$ cat config.mk
export PLATFORM = sky130hd
export DESIGN_NAME = dm_access_unit
export DESIGN_NICKNAME = d
export VERILOG_FILES = /design/src/rtl/dm_access_unit.sv
export SDC_FILE = /design/constraint.sdc
export NUM_CORES = 1
export LEC_CHECK = 0
export BUFFER_PORTS_ARGS = -buffer_cell sky130_fd_sc_hd__buf_2
export CORE_MARGIN = 10
export CORE_UTILIZATION = 54
export DETAILED_ROUTE_END_ITERATION = 10
export HOLD_SLACK_MARGIN = 0.03
export PLACE_DENSITY_LB_ADDON = 0.15
export SLEW_MARGIN = 20
export SYNTH_ARGS = -nofsm -noshare
export SYNTH_HDL_FRONTEND = slang
export SYNTH_SLANG_ARGS = --single-unit
$ cat constraint.sdc
create_clock -name clk -period 5.75 [get_ports clk]
set_input_delay 0.575 -clock clk [delete_from_list [all_inputs] [get_ports clk]]
set_output_delay 0.575 -clock clk [all_outputs]
set_load 0.03 [all_outputs]
$ cat src/rtl/dm_access_unit.sv
`default_nettype none
// +----------------------------------------------------------------------------+
// | dm_access_unit : data-memory access stage, one load/store per start pulse,  |
// | req/ack memory port, load extraction/extension into rdata (MDR).            |
// | Optional macro DM_ALIGN_CHECK_EN rejects illegal byte-enable patterns.      |
// | Revision: 1.0                                                               |
// +----------------------------------------------------------------------------+
module dm_access_unit #(
    parameter int TIMEOUT_CYC = 16
) (
    input  logic        clk,
    input  logic        rst,
    input  logic        start,
    input  logic        DMWr,
    input  logic [3:0]  be,
    input  logic        ue,
    input  logic [31:0] addr,
    input  logic [31:0] wdata,
    output logic        mem_req,
    output logic        mem_we,
    output logic [31:0] mem_addr,
    output logic [3:0]  mem_be,
    output logic [31:0] mem_wdata,
    input  logic [31:0] mem_rdata,
    input  logic        mem_ack,
    output logic [31:0] rdata,
    output logic        busy,
    output logic        done,
    output logic        err
);

    localparam logic [1:0] c_IDLE = 2'd0;
    localparam logic [1:0] c_REQ  = 2'd1;
    localparam logic [1:0] c_DONE = 2'd2;

    localparam int              c_CW       = (TIMEOUT_CYC > 1) ? $clog2(TIMEOUT_CYC) : 1;
    localparam logic [c_CW-1:0] c_CNT_LAST = c_CW'((TIMEOUT_CYC > 0) ? TIMEOUT_CYC - 1 : 0);
    localparam bit              c_TO_EN    = (TIMEOUT_CYC != 0);

    logic [1:0]      r_state;
    logic [c_CW-1:0] r_cnt;
    logic            r_we;
    logic            r_ue;
    logic [3:0]      r_be;
    logic [31:0]     r_addr;
    logic [31:0]     r_wdata;
    logic [31:0]     r_rdata;
    logic            r_err;

    logic            w_be_ok;
    logic            w_timeout;
    logic [1:0]      w_k;
    logic [2:0]      w_n;
    logic            w_found;
    logic [31:0]     w_shift;
    logic [31:0]     w_load;

`ifdef DM_ALIGN_CHECK_EN
    always_comb begin
        case (be)
            4'b0001, 4'b0010, 4'b0100, 4'b1000,
            4'b0011, 4'b1100, 4'b1111: w_be_ok = 1'b1;
            default:                   w_be_ok = 1'b0;
        endcase
    end
`else
    assign w_be_ok = 1'b1;
`endif

    assign w_timeout = c_TO_EN && (r_cnt == c_CNT_LAST);

    // Lowest enabled lane picks the shift, lane count picks the width.
    always_comb begin
        w_k     = 2'd0;
        w_n     = 3'd0;
        w_found = 1'b0;
        for (int i = 0; i < 4; i++) begin
            if (r_be[i]) begin
                w_n = w_n + 3'd1;
                if (!w_found) begin
                    w_k     = 2'(i);
                    w_found = 1'b1;
                end
            end
        end
        w_shift = mem_rdata >> {w_k, 3'b000};
        case (w_n)
            3'd1:       w_load = r_ue ? {24'b0, w_shift[7:0]}  : {{24{w_shift[7]}}, w_shift[7:0]};
            3'd2:       w_load = r_ue ? {16'b0, w_shift[15:0]} : {{16{w_shift[15]}}, w_shift[15:0]};
            3'd3, 3'd4: w_load = w_shift;
            default:    w_load = 32'b0;
        endcase
    end

    always_ff @(posedge clk) begin
        if (rst) begin
            r_state <= c_IDLE;
            r_cnt   <= '0;
            r_we    <= 1'b0;
            r_ue    <= 1'b0;
            r_be    <= 4'b0;
            r_addr  <= 32'b0;
            r_wdata <= 32'b0;
            r_rdata <= 32'b0;
            r_err   <= 1'b0;
        end else begin
            case (r_state)
                c_IDLE: begin
                    r_err <= 1'b0;
                    if (start) begin
                        r_we    <= DMWr;
                        r_ue    <= ue;
                        r_be    <= be;
                        r_addr  <= {addr[31:2], 2'b00};
                        r_wdata <= wdata << {addr[1:0], 3'b000};
                        r_cnt   <= '0;
                        if (w_be_ok) begin
                            r_state <= c_REQ;
                        end else begin
                            r_state <= c_DONE;
                            r_err   <= 1'b1;
                        end
                    end
                end
                c_REQ: begin
                    r_cnt <= r_cnt + 1'b1;
                    // An ack on the final counted cycle still wins over the timeout.
                    if (mem_ack) begin
                        r_state <= c_DONE;
                        r_err   <= 1'b0;
                        if (!r_we) begin
                            r_rdata <= w_load;
                        end
                    end else if (w_timeout) begin
                        r_state <= c_DONE;
                        r_err   <= 1'b1;
                    end
                end
                c_DONE: begin
                    r_state <= c_IDLE;
                    r_err   <= 1'b0;
                end
                default: r_state <= c_IDLE;
            endcase
        end
    end

    assign mem_req   = (r_state == c_REQ);
    assign mem_we    = mem_req & r_we;
    assign mem_addr  = mem_req ? r_addr  : 32'b0;
    assign mem_be    = mem_req ? r_be    : 4'b0;
    assign mem_wdata = mem_req ? r_wdata : 32'b0;
    assign rdata     = r_rdata;
    assign busy      = (r_state != c_IDLE);
    assign done      = (r_state == c_DONE);
    assign err       = done & r_err;

endmodule
`default_nettype wire

; ---- Word-level counts from Yosys, hierarchy flattened
; Cells that the tools add are included.
[op_classes]
reduce_logical = 11
n_eq_ne = 9
n_bitwise = 3
shift = 2
n_addsub = 4
mux = 28
[op_table]
columns = op, count
row1 = two-way mux 32 bit, 4
row2 = one-hot mux 32 bit (3 select lines), 1
row3 = left shift 32 x 5 -> 32 bit, 1
row4 = right shift 32 x 5 -> 32 bit, 1
row5 = two-way mux 2 bit, 7
row6 = adder 3 x 1 -> 3 bit (second input constant), 3
row7 = two-way mux 3 bit, 3
row8 = two-way mux 1 bit, 8
row9 = two-way mux 4 bit, 2
row10 = one-hot mux 4 bit (2 select lines), 1
row11 = AND reduction 2 bit, 4
row12 = == test 3 x 2 -> 1 bit (second input constant), 2
row13 = nonzero test 2 bit, 3
row14 = adder 4 x 1 -> 4 bit (second input constant), 1
row15 = == test 4 bit (second input constant), 1
row16 = one-hot mux 2 bit (2 select lines), 1
row17 = OR reduction 2 bit, 2
row18 = == test 3 x 1 -> 1 bit (second input constant), 1
row19 = == test 3 bit (second input constant), 1
row20 = inequality test 3 x 1 -> 1 bit (second input constant), 1
row21 = AND reduction 3 bit, 1
row22 = bitwise AND 1 bit, 2
row23 = == test 2 x 1 -> 1 bit (second input constant), 1
row24 = == test 2 bit (second input constant), 1
row25 = other kinds (4), 4
[totals]
register_bits = 107
inputBits = 106

; ---- Depth between registers and ports, before layout
[logic_depth]
depth_word = 10
depth_mapped = 13
ltp_nobuf = 11

; ---- Worst setup path after synthesis
; OpenSTA, ideal clock, no wires.
[synth_path]
path_type = register to register
from = reg r_be[1]
to = reg r_rdata[12], in the netlist rdata[12]
path_stages_with_launch = 14
arrival_ps = 2633
n_path_buf = 3
slack_ps = 3058
cell_sequence = dfxtp_1 > inv_1 > ha_1 > buf_2 > xor2_1 > ha_1 > nand2_1 > xor2_1 > nor2_1 > a21o_1 > buf_4 > nor3b_4 > buf_6 > a22o_1
[synth_via]
elab_chain_cells = 8
[synth_lines]
columns = element, line
row1 = "start, declared", 44  ; logic [3:0] r_be;
row2 = "start signal, assigned", 101  ; r_be <= 4'b0;
row3 = "start signal, assigned", 113  ; r_be <= be;
row4 = two-way mux 3 bit / two-way mux 1 bit (equally long branches), 78  ; if (r_be[i]) begin
row5 = adder 3 x 1 -> 3 bit / two-way mux 2 bit (equally long branches), "79, 80"
row6 = two-way mux 3 bit / two-way mux 2 bit (equally long branches), 78
row7 = adder 3 x 1 -> 3 bit / two-way mux 2 bit (equally long branches), "79, 80"
row8 = two-way mux 3 bit / two-way mux 2 bit (equally long branches), 78
row9 = == test 3 x 2 -> 1 bit (tied with other cells), 87  ; case (w_n)
row10 = OR reduction 2 bit (tied with other cells), 87
row11 = one-hot mux 32 bit (3 select lines) *, 87
row12 = "end signal, assigned", 132  ; r_rdata <= w_load;
row13 = "end, declared", 47  ; logic [31:0] r_rdata;
; Mark *: on every way between the ends. The rest lies on a longest branch, timed or not.
; A chain may end at the register's enable or synchronous reset.

; ---- Worst setup path in the final report
[layout_path]
from = reg r_be[1]
to = reg r_rdata[16], in the netlist rdata[16]
; The elaborated chain is that of the path after synthesis.

==> impl_metrics.toml <==
[worst_setup_path]
crit_path_max_incr_delay_ns = 0.85
cp_top_family = "simple AND/OR/NAND/NOR gates"
cp-start-kind = "flop"
cp_cell_sequence = "inv_1 -> ha_1 -> xor2_1 -> ha_1 -> nand2_1 -> xor2_1 -> nor2_1 -> a21o_1 -> nor3b_4 -> a22o_1"
ff2ff_setup_slack_ns = 2.16
crit_required_ns = 6.06
reg2reg_depth = 10
crit_type = "reg2reg"
r2r_start = "r_be[1]"
worst-path-buf-inv = 1
cp_max_fo = 24
arrival_ns = 3.90
cp_slowest_cell = "nor3b_4"
regToRegEndpoint = "rdata[16]"
end_kind = "flop"

[sta]
whs_ns = 0.424
worst_pin_slew_ns = 0.980
maxSlewViolCount = 0
clock_skew_ns = 0.0137
fin_crit_sh_pct = 62.4
max_freq_ghz = 0.279
rsz0062_at_grt = "no"
slew_headroom_pct = 34.6
fin_crit_ns = 3.59
setup_viol = 0
fin_tns_setup_ns = 0
hold_viol = 0

[logic_synthesis]
muxShareOfSynthArea_pct = 7.08
syn_inst = 715
yosys_warnings = 0
yosysTopAreaCellShare_pct = 37.8
synth-edff-count = 0
synthDistinctLibCells = 47
async_reset_ff_share_pct = 0
synthTopCellsByArea = "dfxtp_1 38%, and2_1 7.5%, nand2_1 7.3%, a21oi_1 7.2%, mux2i_1 5.3%"
synth-xor-area-share_pct = 0.926
yosys.area.top_type = "dfxtp_1"
synth-compound-area-share_pct = 20.2
synthSimpleGateAreaFrac_pct = 26.2
syn-cell-area_um2 = 5670
yosysSeqAreaShare_pct = 37.8
ys.flop_type = "dfxtp_1"
synth_top_family_by_area = "simple AND/OR/NAND/NOR gates"
ys_seq_elements = 107
synth_fa_ha_area_share_pct = 1.76
syn_avg_cell_area_um2 = 7.93

[worst_hold_path]
min_path_cells = 3
hold_class = "in2reg"
hold_path.startpoint = "addr[8]"
min_to = "r_addr[8]"

[power]
power.density_nw_per_um2 = 238
power_frac_comb_pct = 23.2
p_sw_uw = 544
irDropWorstVdd_mv = 0.140
internal-power_mw = 1.08
power.leakage_nw = 3.21
clkPwrFrac_pct = 27.6
p_sw_share_pct = 33.5
seqPwrFrac_pct = 49.2
p_total_mw = 1.62

[routing]
post-route-drc-count = 0
via_per_inst = 5.57
num_vias = 5680
ant_nets = 0
drt-total-wl_um = 17800
routedWlPerCell_um = 17.4
drtIter0Drc = 444
drtPass1Iterations = 5

[place]
io_buffer_count = 208
dp_hpwl_um = 13200
place_congestion = 0.939

[cts]
cts.sinks = 107
post_cts_resize_count = 0
clockBufferDepth = 2
cts_tree = "yes"
clkTransAtPathRegs_ns = 0.11
insertion_delay_ns = 0.37
post_cts_buffers = 0
cts_buffers = 9
htreeDepth = 3
ctsHoldBuffers = 0
cts_root_buf = "clkbuf_8"

[global_route]
grt_usage_pct = 22.4
antenna_found_initial = 0
grt_pass1_wl_um = 27600
grt_pass1_vias = 5317
overflow = 0
grt_max_degree = 86

[final_layout]
multi_input_area_um2 = 3200
fin_nets = 992
synthToLayoutAreaGrowth_pct = 20.2
drive_above_1_share_pct = 28.2
nFillCells = 935
regArea_um2 = 2140
antennaDiodeCount = 0

[floorplan]
coreArea_um2 = 10300
die_x_um = 122
initial_core_util_pct = 55.2
die_h_um = 122
dieArea_um2 = 15000
io-pin-count = 211
rows = 37

[run]
drv_cap = 0

[status]
run_status = "completed"
## how the worst max path moves through the flow
stage,start,endpoint,slack (ns),cells after the start
2_1_floorplan,r_be[1],rdata[12],3.06,13
3_3_place_gp,r_be[1],rdata[15],2.45,10
3_5_place_dp,r_be[1],rdata[21],2.23,10
4_1_cts,r_be[1],rdata[16],2.19,10
5_1_grt,r_be[0],rdata[14],1.87,10
6_report,r_be[1],rdata[16],2.16,10
## synthesized netlist by cell type, types with 2 or more instances
cell	number
a211oi_1	25
a21bo_2	3
a21oi_1	82
a22o_1	24
a22oi_1	3
a31oi_1	4
and2_1	68
buf_1	4
buf_2	7
buf_4	8
buf_6	3
clkbuf_1	40
dfxtp_1	107
ha_1	8
inv_1	11
mux2_2	7
mux2i_1	30
nand2_1	110
nand2b_1	4
nand3_1	15
nand3b_1	3
nand4_1	7
nand4b_1	3
nor2_1	53
nor2b_1	15
nor3_1	18
o211ai_1	17
o21ai_0	8
o21ai_1	2
o31ai_1	5
xnor2_1	3
xor2_1	3
## cell usage in the layout (no fill, tap or decap), drive strengths merged, types with 16 or more instances in the layout
cell type / Yosys / routed
a211oi: 26 / 26
a21oi: 83 / 83
a22o: 24 / 24
and2: 68 / 68
buf: 22 / 213
dfxtp: 107 / 107
mux2i: 30 / 30
nand2: 110 / 110
nand3: 16 / 16
nor2: 53 / 53
nor3: 18 / 18
o211ai: 17 / 17
## tightest hold or removal path: stages
cell     delay (ns)
buf_2          0.09
nand2_1        0.05
a21oi_1        0.05
## cell type report
type / count / area share, %
flip-flops and latches: 107 / 31.4
well taps: 136 / 2.50
inverters: 12 / 0.661
multi-input cells: 535 / 46.9
clock buffers: 9 / 1.82
clock inverters: 7 / 0.863
repair buffers: 213 / 15.8
## power groups by stage
| stage | combinational (mW) | clock [mW] | sequential, mW |
|---|---|---|---|
| floorplan | 0.267 | 0 | 0.816 |
| global placement | 0.366 | 0 | 0.813 |
| detailed placement | 0.372 | 0 | 0.815 |
| CTS | 0.374 | 0.459 | 0.798 |
| global route | 0.414 | 0.490 | 0.803 |
| finish | 0.376 | 0.448 | 0.798 |
## cell families after synthesis
| family | count (synthesis) |
|---|---|
| AOI/OAI and AO/OA | 178 |
| other | 1 |
| xor gates and xnor gates | 6 |
| adders and majority gates | 8 |
| buffers and inverters | 74 |
| muxes | 38 |
| DFF | 107 |
| and+or+nand+nor | 303 |
## per-layer routing
metal | wire [um] | global-route usage (%) | share of wire, %
met1 | 7460 | 27.7 | 42
met2 | 8460 | 36.7 | 48
met3 | 1590 | 7.02 | 8.9
met5 | 0 | 0 | 0
met4 | 256 | 6.63 | 1.4
## sequential cells by signal, indices dropped and copies added, names as in the netlist
signal   flops
r_err        1
r_we         1
r_addr      30
r_be         4
r_state      2
r_cnt        4
r_ue         1
r_wdata     32
rdata       32
## per-stage QoR
stage	instances	setup WS, ns	utilization, %	area (um2)
global route	1019	1.87	66.3	6820
finish	1019	2.16	66.3	6820
CTS	1019	2.19	66.3	6820
global placement	1003	2.45	64.6	6640
floorplan	716	3.06	-	5680
detailed placement	1003	2.23	64.6	6640
No activity file was read; power rests on OpenSTA's default activity.
